File: config.mk
export PLATFORM = sky130hd
export DESIGN_NAME = exc_vector_ctrl
export DESIGN_NICKNAME = d
export VERILOG_FILES = /design/src/rtl/exc_vector_ctrl_pkg.sv /design/src/rtl/exc_prio_enc.sv /design/src/rtl/exc_vector_ctrl.sv
export SDC_FILE = /design/constraint.sdc
export NUM_CORES = 1
export LEC_CHECK = 0
export CORE_AREA = 2 2 70 72
export CTS_CLUSTER_SIZE = 25
export DETAILED_ROUTE_END_ITERATION = 8
export DIE_AREA = 0 0 72 74
export HOLD_SLACK_MARGIN = 0.08
export PLACE_DENSITY_LB_ADDON = 0.12
export SLEW_MARGIN = 20
export SYNTH_ARGS = -nofsm -noshare
export SYNTH_HDL_FRONTEND = slang
export SYNTH_HIERARCHICAL = 1
export SYNTH_SLANG_ARGS = --single-unit
File: constraint.sdc
create_clock -name clk -period 3.4 [get_ports clk]
set_input_delay 0.51 -clock clk [delete_from_list [all_inputs] [get_ports clk]]
set_output_delay 0.51 -clock clk [all_outputs]
set_load 0.005 [all_outputs]
File: src/rtl/exc_vector_ctrl_pkg.sv
// Shared definitions for the exception vectoring controller: FSM state
// encoding, IorD address-mux select codes, cause codes and vector addresses.
package exc_vector_ctrl_pkg;

    typedef enum logic [2:0] {
        ST_IDLE    = 3'd0,
        ST_CAPTURE = 3'd1,
        ST_WAIT1   = 3'd2,
        ST_WAIT2   = 3'd3,
        ST_LOAD    = 3'd4
    } state_t;

    // IorD address-mux select codes
    localparam logic [2:0] IORD_PC     = 3'b000;
    localparam logic [2:0] IORD_ALUOUT = 3'b001;
    localparam logic [2:0] IORD_V253   = 3'b010;
    localparam logic [2:0] IORD_V254   = 3'b011;
    localparam logic [2:0] IORD_V255   = 3'b100;

    // Cause codes as seen by software in the cause register
    localparam logic [1:0] CAUSE_NONE   = 2'b00;
    localparam logic [1:0] CAUSE_OPCODE = 2'b01;
    localparam logic [1:0] CAUSE_OVF    = 2'b10;
    localparam logic [1:0] CAUSE_DIV0   = 2'b11;

    // Memory locations holding the handler address byte for each cause
    localparam logic [7:0] VEC_ADDR_OPCODE = 8'd253;
    localparam logic [7:0] VEC_ADDR_OVF    = 8'd254;
    localparam logic [7:0] VEC_ADDR_DIV0   = 8'd255;

    // Map a cause code onto the mux select that addresses its vector byte
    function automatic logic [2:0] cause_to_sel(input logic [1:0] cause);
        case (cause)
            CAUSE_OPCODE: return IORD_V253;
            CAUSE_OVF:    return IORD_V254;
            CAUSE_DIV0:   return IORD_V255;
            default:      return IORD_PC;
        endcase
    endfunction

endpackage

File: src/rtl/exc_prio_enc.sv
// Fixed-priority encoder for exception requests: opcode > overflow > div0.
module exc_prio_enc
    import exc_vector_ctrl_pkg::*;
(
    input  logic       req_opcode,
    input  logic       req_ovf,
    input  logic       req_div0,
    output logic [1:0] cause,
    output logic       valid
);

    // Pick the highest-priority pending request
    always_comb begin
        cause = CAUSE_NONE;
        valid = 1'b1;
        if (req_opcode) begin
            cause = CAUSE_OPCODE;
        end else if (req_ovf) begin
            cause = CAUSE_OVF;
        end else if (req_div0) begin
            cause = CAUSE_DIV0;
        end else begin
            valid = 1'b0;
        end
    end

endmodule

File: src/rtl/exc_vector_ctrl.sv
// Exception vectoring controller: on an accepted exception it writes
// PC-4 into EPC, steers the address mux at the cause's vector byte, waits
// out the memory latency and loads the zero-extended byte into the PC.
module exc_vector_ctrl
    import exc_vector_ctrl_pkg::*;
#(
    parameter int DATA_W = 32
) (
    input  logic              clk,
    input  logic              reset,
    input  logic              exc_opcode,
    input  logic              exc_ovf,
    input  logic              exc_div0,
    input  logic [2:0]        iord_req,
    input  logic [DATA_W-1:0] pc_in,
    input  logic [DATA_W-1:0] mem_data,
    output logic [2:0]        iord_sel,
    output logic [DATA_W-1:0] epc_out,
    output logic              epc_write,
    output logic [DATA_W-1:0] pc_out,
    output logic              pc_write,
    output logic [1:0]        cause_out,
    output logic              exc_active
);

    state_t     state;
    logic [2:0] vec_sel;
    logic [1:0] enc_cause;
    logic       enc_valid;
    logic       unused_mem_hi;

    // The PC has already advanced past the faulting instruction; wraps at zero
    function automatic logic [DATA_W-1:0] epc_addr(input logic [DATA_W-1:0] pc);
        return pc - DATA_W'(4);
    endfunction

    exc_prio_enc u_prio_enc (
        .req_opcode (exc_opcode),
        .req_ovf    (exc_ovf),
        .req_div0   (exc_div0),
        .cause      (enc_cause),
        .valid      (enc_valid)
    );

    // Sequence FSM with registered enables; requests are only seen in IDLE
    always_ff @(posedge clk or negedge reset) begin
        if (!reset) begin
            state      <= ST_IDLE;
            cause_out  <= CAUSE_NONE;
            vec_sel    <= IORD_PC;
            epc_write  <= 1'b0;
            pc_write   <= 1'b0;
            exc_active <= 1'b0;
        end else begin
            case (state)
                ST_IDLE: begin
                    if (enc_valid) begin
                        state      <= ST_CAPTURE;
                        cause_out  <= enc_cause;
                        vec_sel    <= cause_to_sel(enc_cause);
                        epc_write  <= 1'b1;
                        exc_active <= 1'b1;
                    end
                end
                ST_CAPTURE: begin
                    state     <= ST_WAIT1;
                    epc_write <= 1'b0;
                end
                ST_WAIT1: begin
                    state <= ST_WAIT2;
                end
                ST_WAIT2: begin
                    state    <= ST_LOAD;
                    pc_write <= 1'b1;
                end
                ST_LOAD: begin
                    state      <= ST_IDLE;
                    pc_write   <= 1'b0;
                    exc_active <= 1'b0;
                end
                default: begin
                    state      <= ST_IDLE;
                    epc_write  <= 1'b0;
                    pc_write   <= 1'b0;
                    exc_active <= 1'b0;
                end
            endcase
        end
    end

    // Address mux follows the control unit unless a sequence owns it
    assign iord_sel = exc_active ? vec_sel : iord_req;

    // Write data is forced to zero outside its enable pulse
    assign epc_out = epc_write ? epc_addr(pc_in) : '0;
    assign pc_out  = pc_write ? {{(DATA_W-8){1'b0}}, mem_data[7:0]} : '0;

    // Only the low byte of the vector location is a handler address
    assign unused_mem_hi = ^mem_data[DATA_W-1:8];

endmodule

==> results of run 1 <==
==> cells in the final DEF, fill, tap and decap left out, types with 3 or more instances in the layout <==
master / Yosys / routed
a21oi_1: 12 / 12
and2_1: 10 / 10
buf_4: 24 / 35
clkbuf_8: 0 / 3
clkdlybuf4s50_1: 0 / 87
conb_1: 1 / 24
dfrtp_1: 11 / 11
dlygate4sd2_1: 0 / 5
ha_1: 3 / 3
inv_1: 6 / 6
mux2_2: 6 / 6
mux2i_1: 3 / 3
nand2_1: 16 / 15
nand2b_1: 4 / 4
nand3_1: 4 / 3
nand3b_1: 3 / 3
nor2_1: 23 / 23
nor3_1: 5 / 5
nor4_2: 1 / 4
nor4_4: 0 / 3
o21ai_0: 8 / 8
o31ai_1: 8 / 8
or3_1: 5 / 5
or4_1: 5 / 5
xnor2_1: 3 / 3
xor2_1: 9 / 9
==> routing by layer <==
metal / up-vias / wire (um)
met1: 835 / 2110
met3: 6 / 347
met5: - / 0
met4: 0 / 31
li1: 926 / -
met2: 78 / 2360
==> sequential cells by signal (all words and copies together) (netlist names) <==
| register | flops |
|---|---|
| vec_sel | 3 |
| state | 3 |
| cause_out | 2 |
| exc_active | 1 |
| epc_write | 1 |
| pc_write | 1 |
==> worst min-delay path by stage <==
| stage | from | to | slack [ns] | cells after the start |
|---|---|---|---|---|
| after global routing | vec_sel[2] | vec_sel[2] | 0.52 | 1 |
| after floorplan | reset | cause_out[0] | 0.21 | 0 |
| after global placement | vec_sel[1] | vec_sel[1] | 0.47 | 2 |
| after CTS | vec_sel[1] | vec_sel[1] | 0.49 | 2 |
| after detailed placement | vec_sel[1] | vec_sel[1] | 0.48 | 2 |
| final | vec_sel[1] | vec_sel[1] | 0.49 | 2 |
==> cell families after synthesis <==
kind of cell / after synthesis / synth area share
fa+ha+maj: 3 / 0.0254
compound gates: 33 / 0.136
mux: 9 / 0.0661
simple gates: 96 / 0.363
xor+xnor: 12 / 0.0712
buf+inv: 35 / 0.150
other cells: 1 / 0.00254
flops: 11 / 0.186
==> area by class of cell <==
type                       instances  area, um2  share of cell area
clock buffer                       4       45.0              0.0162
inverter                           7       26.3             0.00946
multi-input combinational        177       1140               0.412
sequential                        11        275              0.0991
tap                               54       67.6              0.0243
timing repair buffer             131       1220               0.439
==> critical path, stage by stage <==
cell and delay, ns:
clkdlybuf4s50_1 0.42, or4_4 0.56, or4_4 0.47, or4_1 0.52
a21oi_1 0.15, clkbuf_2 0.13
==> timing repair <==
action / in CTS / in global routing
gates resized for setup: 10 / 14
hold endpoints to repair: 0 / 0
endpoints found under the setup margin: 8 / 7
setup buffers: 3 / 0
pin swaps: 2 / 3
==> per-stage QoR <==
step / area, um2 / TNS, ns
CTS: 2720 / 0
global placement: 2630 / -0.674
global route: 2780 / 0
finish: 2780 / 0
floorplan: 1560 / 0
detailed placement: 2630 / -0.575
==> report_power, final <==
part,leakage [nW],switching [W],internal [W],total (W)
Sequential,0.135,0.0000905,0.000195,0.000286
Clock,0.0228,0.0000487,0.0000823,0.000131
Combinational,1.00,0.000289,0.000481,0.000769
==> results.json, run 1 <==
{
  "ant_cells": 0,
  "sequential_cell_area_fraction_in_the_yosys_report": 0.186,
  "num-nets-final": 406,
  "worst_ep_arrival_time_ns": 2.77,
  "synth.area.top_cells": "dfrtp_1 19%, buf_4 12%, nor2_1 5.8%",
  "clk_pin_slew_ns": 0.05,
  "fin_crit_sh": 0.964,
  "synth-async-reset-ratio": 1.00,
  "synth.top_cell.area_share": 0.186,
  "detailedRoute.firstIterationViolations": 61,
  "use_met2": 0.310,
  "cts_tree": "done",
  "groute.layer.met1.usage": 0.216,
  "preCtsSetupSlack_ns": -0.219,
  "syn_to_final_growth_pct": 88.1,
  "wl_per_cell_um": 12.6,
  "core.rowCount": 25,
  "initial_antenna_violation_count": 0,
  "yosysMostFrequentCell": "buf_4",
  "place.port_buffers": 95,
  "synth.yosys.warnings": 6,
  "worst_setup_path_start_kind": "input port",
  "syn_area_per_cell_um2": 7.38,
  "final_core_util": 0.604,
  "worst_ir_drop_vdd_v": 0.000330,
  "dp_hpwl_um": 3860,
  "wirelength_um": 4850,
  "worst-r2r-cell-count": 3,
  "grt_usage": 0.173,
  "grt_pass1_wl_um": 7420,
  "drive_gt1_frac": 0.200,
  "routabilityCongestion": 0.803,
  "report.final.slew_viol_count": 0,
  "first_pass_iters": 4,
  "worstReg2RegStart": "state[1]",
  "met3_usage": 0.0325,
  "worst_hold_slack_across_all_endpoints_ns": 0.494,
  "synth_seq_cells": 11,
  "fmax_mhz": 305,
  "routed-via-count": 1845,
  "number_of_maximum_capacitance_violations": 0,
  "status": "finished clean",
  "grt_max_degree": 26,
  "die_h_um": 74,
  "relSlewSlack": 0.632,
  "drtAntennaViolNets": 0,
  "worst-path-max-fanout": 4,
  "busiest_layer": "met2",
  "via_count_of_the_first_global_routing_pass": 1625,
  "grt_setup_unrepaired": "no",
  "cts_htree_levels": 1,
  "netlist_area_before_placement_um2": 1480,
  "fillCellCount": 452,
  "power.leakage_nw": 1.16,
  "root_buffer": "clkbuf_8",
  "report.power.total_w": 0.00119,
  "finalClockSkew_ns": 0.00536,
  "post_layout_nonfiller_instances": 384,
  "synth.top_cells.by_count": "24 x buf_4, 23 x nor2_1, 16 x nand2_1",
  "number_of_buffers_created_by_cts": 3,
  "endpoint_of_the_worst_register_to_register_path": "vec_sel[0]",
  "post-synth-top-area-cell": "dfrtp_1",
  "detail_route.drc_violations": 0,
  "die_w_um": 72,
  "synthCells": 200,
  "clock_latency_on_the_worst_skew_pair_ns": 0.24,
  "report.final.setup_viol": 0,
  "hold_violations": 0,
  "setup.worst_path.end_class": "output pin",
  "r2r_slack_ns": 2.05,
  "hold_buffers": 0,
  "final.min_clock_period_ns": 3.28,
  "tightestPinTransition_ns": 0.553,
  "core-area_um2": 4600,
  "cts.sink_count": 11,
  "yosys.cell_types.count": 37,
  "crit_required_ns": 2.89,
  "initial_utilization": 0.321,
  "critical_path_start_end_classification": "input port to output pin",
  "route.detailed.vias_per_inst": 4.80,
  "synth-main-ff-cell": "dfrtp_1",
  "pwr_density_cell_nw_per_um2": 427,
  "number_of_synthesized_flops_with_an_enable_pin": 0,
  "layout_setup_ws_ns": 0.122,
  "ioPinCount": 144,
  "holdCritPathClass": "flip-flop to flip-flop",
  "remaining_global_route_overflow": 0,
  "cts_buffer_depth": 2,
  "setup.worst_path.start": "pc_in[26]",
  "endpoint": "epc_out[30]",
  "place_inst": 377,
  "die_area_um2": 5330
}
Note: power is estimated with default switching activity, not from simulation.
==> inputs of run 2 (changes only) <==
Settings changed: CAP_MARGIN set to 20, SKIP_LAST_GASP set to 1.
==> run 2 against run 1 <==
  * Clock-buffer cell count did not move
  * Global-route usage unchanged
  * First-iteration DRC count is 13% higher
  * Worst hold slack unchanged
  * Total power about the same
  * Non-clock buffer count stayed put
  * Setup slack got worse by 0.0037 ns
  * Sequential cell count unchanged
  * Critical path type unchanged
  * Largest power group unchanged
==> results.json, run 2 (synthesis results as in run 1) <==
{
  "report.final.slew_viol_count": 0,
  "grt_pass1_wl_um": 7420,
  "setup.worst_path.start": "pc_in[26]",
  "worstReg2RegStart": "state[1]",
  "detailedRoute.firstIterationViolations": 69,
  "relSlewSlack": 0.637,
  "worst-path-max-fanout": 4,
  "layout_common_cells": "87 x clkdlybuf4s50_1, 35 x buf_4, 24 x conb_1, 23 x nor2_1, 15 x nand2_1",
  "grt_usage": 0.173,
  "die_area_um2": 5330,
  "worst_ir_drop_vdd_v": 0.000330,
  "fillCellCount": 457,
  "hold-path-cell-count": 2,
  "reg_top3": "state (3), vec_sel (3), cause_out (2)",
  "hold_buffers": 0,
  "place_inst": 377,
  "crit_required_ns": 2.89,
  "die_h_um": 74,
  "worstPathBufferInverterCount": 2,
  "cts_htree_levels": 1,
  "final.min_clock_period_ns": 3.28,
  "hold_start": "vec_sel[1]",
  "crit_path_top_delay_cell": "or4_4",
  "ant_cells": 0,
  "report.power.total_w": 0.00118,
  "status": "finished clean",
  "grt_max_degree": 26,
  "report.final.setup_viol": 0,
  "finalInstanceArea_um2": 2770,
  "die_w_um": 72,
  "placed_area_um2": 2630,
  "pwr_density_cell_nw_per_um2": 428,
  "routed-via-count": 1846,
  "route.detailed.vias_per_inst": 4.81,
  "number_of_maximum_capacitance_violations": 0,
  "detail_route.drc_violations": 0,
  "wl_per_cell_um": 12.6,
  "place.port_buffers": 95,
  "initial_antenna_violation_count": 0,
  "endpoint_of_the_worst_register_to_register_path": "vec_sel[0]",
  "core.rowCount": 25,
  "root_buffer": "clkbuf_8",
  "preCtsSetupSlack_ns": -0.219,
  "setup_total_negative_slack_ns": 0,
  "setup.worst_path.end_class": "output pin",
  "fmax_mhz": 305,
  "r2r_slack_ns": 2.06,
  "num-nets-final": 406,
  "power.leakage_nw": 1.15,
  "remaining_global_route_overflow": 0,
  "finalClockSkew_ns": 0.00536,
  "number_of_buffers_created_by_cts": 3,
  "first_pass_iters": 4,
  "post_layout_nonfiller_instances": 384,
  "critical_path_start_end_classification": "input port to output pin",
  "via_count_of_the_first_global_routing_pass": 1625,
  "hold-path-endpoint": "vec_sel[1]",
  "timing.critical_path.cells": "clkdlybuf4s50_1 > or4_4 > or4_4 > or4_1 > a21oi_1 > clkbuf_2",
  "critical_path_cell_count": 6,
  "timing.critical_path.mode_cell": "or4_4",
  "cts_buffer_depth": 2,
  "initial_utilization": 0.321,
  "layout.cells.most_common": "clkdlybuf4s50_1",
  "hold_violations": 0,
  "layout_setup_ws_ns": 0.118,
  "cp_top_family": "simple AND/OR/NAND/NOR gates",
  "holdCritPathClass": "flip-flop to flip-flop",
  "wirelength_um": 4830,
  "worst-r2r-cell-count": 3,
  "grt_setup_unrepaired": "yes",
  "syn_to_final_growth_pct": 87.5,
  "critPathMaxStageDelay_ns": 0.56,
  "cts_tree": "done",
  "tightestPinTransition_ns": 0.544,
  "worst_ep_arrival_time_ns": 2.77,
  "core-area_um2": 4600,
  "dp_hpwl_um": 3860,
  "clock_latency_on_the_worst_skew_pair_ns": 0.24,
  "routabilityCongestion": 0.803,
  "ioPinCount": 144,
  "cts.sink_count": 11,
  "drtAntennaViolNets": 0,
  "clk_pin_slew_ns": 0.05,
  "fin_crit_sh": 0.965,
  "worst_setup_path_start_kind": "input port",
  "drive_gt1_frac": 0.200
}
==> run 2: cell counts in the layout (fill, tap and decap cells not counted) <==
No cell type changed its count.
==> run 2: tightest hold or removal path: cells and delay by family (launching register included) <==
family | cells | cell delay [ns]
AO/OA/AOI/OAI | 1 | 0.06
flip-flops | 1 | 0.34
AND/OR/NAND/NOR | 1 | 0.05
==> run 2: worst max path at each step <==
stage	endpoint	slack (ns)
finish	epc_out[30]	0.12
detailed placement	epc_out[30]	-0.22
global route	epc_out[25]	-0.004
global placement	epc_out[30]	-0.23
floorplan	epc_out[26]	0.69
CTS	epc_out[30]	0.02
==> run 2: per-stage QoR <==
step	util	hold slack, ns
after floorplan	-	0.214
after global placement	0.573	0.471
after detailed placement	0.573	0.480
after CTS	0.592	0.490
after global routing	0.602	0.524
final	0.602	0.494
==> run 2: layout make-up <==
class / count / area, um2 / share of cell area
Clock buffer: 4 / 45.0 / 0.0163
Inverter: 7 / 26.3 / 0.00949
Multi-Input combinational cell: 177 / 1140 / 0.410
Sequential cell: 11 / 275 / 0.0994
Timing Repair Buffer: 131 / 1220 / 0.440
Tap cell: 54 / 67.6 / 0.0244
==> run 2: metal layers <==
metal  routed length [um]  up-vias  GRT usage
li1                     -      926          -
met1                 2110      840      0.216
met2                 2360       74      0.310
met3                  333        6     0.0325
met4                   31        0     0.0398
met5                    0        -          0
==> run 2: timing repair <==
item                                    4_1_cts  5_1_grt
gates resized for setup                      10       13
hold endpoints to repair                      0        0
pin swaps                                     2        2
endpoints found under the setup margin        8        7
cloned                                        0        0
setup buffers                                 3        0
==> run 2: power breakdown <==
group	total [W]	switching [W]	internal [W]	leakage, nW
Sequential	0.000285	0.0000899	0.000195	0.135
Clock	0.000131	0.0000487	0.0000823	0.0228
Combinational	0.000769	0.000288	0.000481	0.997
==> inputs of run 3 (changes only) <==
Settings changed: GPL_TIMING_DRIVEN set to 0.
==> run 3 against run 2 <==
  * Sequential share of layout area is 0.51 points lower
  * Clock-buffer cell count stayed put
  * Non-clock buffer count is 4 higher
  * Combinational power is 6.0% higher
  * Critical path depth stayed put
  * Final cell count is 1.0% higher
  * Via count is 1.7% lower
  * Sequential power is 5% lower
  * First-iteration DRC count is 22% lower
  * Setup slack better by 0.0035 ns
  * Clock skew is 0.0022 ns lower
  * Clock power hardly changed
==> results.json, run 3 (synthesis results as in run 1) <==
{
  "syn_to_final_growth_pct": 97.7,
  "hold_violations": 0,
  "layout_common_cells": "73 x clkdlybuf4s50_1, 35 x buf_4, 24 x conb_1, 22 x nor2_1, 18 x dlymetal6s2s_1",
  "dp_hpwl_um": 3480,
  "placed_area_um2": 2580,
  "wl_per_cell_um": 11.9,
  "drive_gt1_frac": 0.228,
  "wirelength_um": 4620,
  "initial_antenna_violation_count": 0,
  "worst_hold_slack_across_all_endpoints_ns": 0.486,
  "core.rowCount": 25,
  "report.final.slew_viol_count": 0,
  "initial_utilization": 0.321,
  "via_count_of_the_first_global_routing_pass": 1565,
  "relSlewSlack": 0.651,
  "die_w_um": 72,
  "number_of_maximum_capacitance_violations": 0,
  "clk_pin_slew_ns": 0.05,
  "place.port_buffers": 95,
  "final.min_clock_period_ns": 3.28,
  "power.leakage_nw": 1.34,
  "reg_top3": "state (3), vec_sel (3), cause_out (2)",
  "number_of_buffers_created_by_cts": 3,
  "critical_path_start_end_classification": "input port to output pin",
  "cts_buffer_depth": 2,
  "worst_ir_drop_vdd_v": 0.000353,
  "detailedRoute.firstIterationViolations": 54,
  "final_core_util": 0.635,
  "finalClockSkew_ns": 0.00314,
  "setup.worst_path.end_class": "output pin",
  "grt_pass1_wl_um": 7340,
  "setup_total_negative_slack_ns": 0,
  "die_h_um": 74,
  "tightestPinTransition_ns": 0.523,
  "cts_htree_levels": 1,
  "finalInstanceArea_um2": 2920,
  "detail_route.drc_violations": 0,
  "status": "finished clean",
  "route.detailed.vias_per_inst": 4.68,
  "fin_crit_sh": 0.964,
  "ioPinCount": 144,
  "report.power.total_w": 0.00122,
  "cts_tree": "done",
  "fmax_mhz": 305,
  "pwr_density_cell_nw_per_um2": 417,
  "cts.sink_count": 11,
  "report.final.setup_viol": 0,
  "drtAntennaViolNets": 0,
  "worst_setup_path_start_kind": "input port",
  "remaining_global_route_overflow": 0,
  "routabilityCongestion": 0.805,
  "worst_ep_arrival_time_ns": 2.77,
  "holdCritPathClass": "flip-flop to flip-flop",
  "num-nets-final": 410,
  "crit_required_ns": 2.89,
  "first_pass_iters": 4,
  "grt_usage": 0.168,
  "routed-via-count": 1814,
  "layout.cells.most_common": "clkdlybuf4s50_1",
  "root_buffer": "clkbuf_8",
  "clock_latency_on_the_worst_skew_pair_ns": 0.24,
  "core-area_um2": 4600,
  "ant_cells": 0,
  "worst-path-max-fanout": 9,
  "grt_max_degree": 12,
  "die_area_um2": 5330
}
run 3: stage by stage:
step / setup WS [ns] / instances
after floorplan: 0.686 / 223
after global placement: -0.641 / 372
after detailed placement: -0.659 / 372
after CTS: -0.102 / 380
after global routing: -0.0229 / 388
final: 0.122 / 388
run 3: metal layers:
layer  vias up  track usage  part of all wire
met4         0       0.0377            0.0045
met5         -            0                 0
met2        70        0.276              0.48
met3         4       0.0285             0.078
li1        937            -                 -
met1       803        0.234              0.44
run 3: timing repair:
action | in CTS | in global routing
pin swaps | 3 | 10
hold buffers | 0 | 0
endpoints found under the setup margin | 17 | 13
buffers inserted | 4 | 8
gates resized for setup | 25 | 31
run 3: final timing paths:
| kind | startpoint | to | slack (ns) | depth (start not counted) |
|---|---|---|---|---|
| min in group asynchronous | reset | epc_write | 0.61 | 1 |
| worst min register to register | vec_sel[1] | vec_sel[1] | 0.49 | 2 |
| worst max-delay path | pc_in[16] | epc_out[26] | 0.12 | 6 |
| max in group asynchronous | reset | cause_out[0] | 2.45 | 1 |
| worst min-delay path | vec_sel[1] | vec_sel[1] | 0.49 | 2 |
| worst max register to register | state[1] | vec_sel[2] | 2.07 | 3 |
run 3: critical path, stage by stage:
cell,delay [ns]
clkdlybuf4s50_1,0.53
nor4_4,0.27
nand2_4,0.14
or4_2,0.62
a21oi_1,0.17
clkdlybuf4s50_1,0.52
run 3: cell type report:
class	instances	area (um2)
plain buffers	28	205
clock buffers	4	45.0
fillers	415	1680
inverters	7	26.3
multi-input cells	177	1220
flip-flops and latches	11	275
well taps	54	67.6
repair buffers	107	1080
run 3: report_power, final:
part | leakage [nW] | total, W | switching (W) | internal, W
clock network | 0.0228 | 0.000131 | 0.0000491 | 0.0000823
logic | 1.18 | 0.000815 | 0.000314 | 0.000500
registers | 0.135 | 0.000270 | 0.0000748 | 0.000195
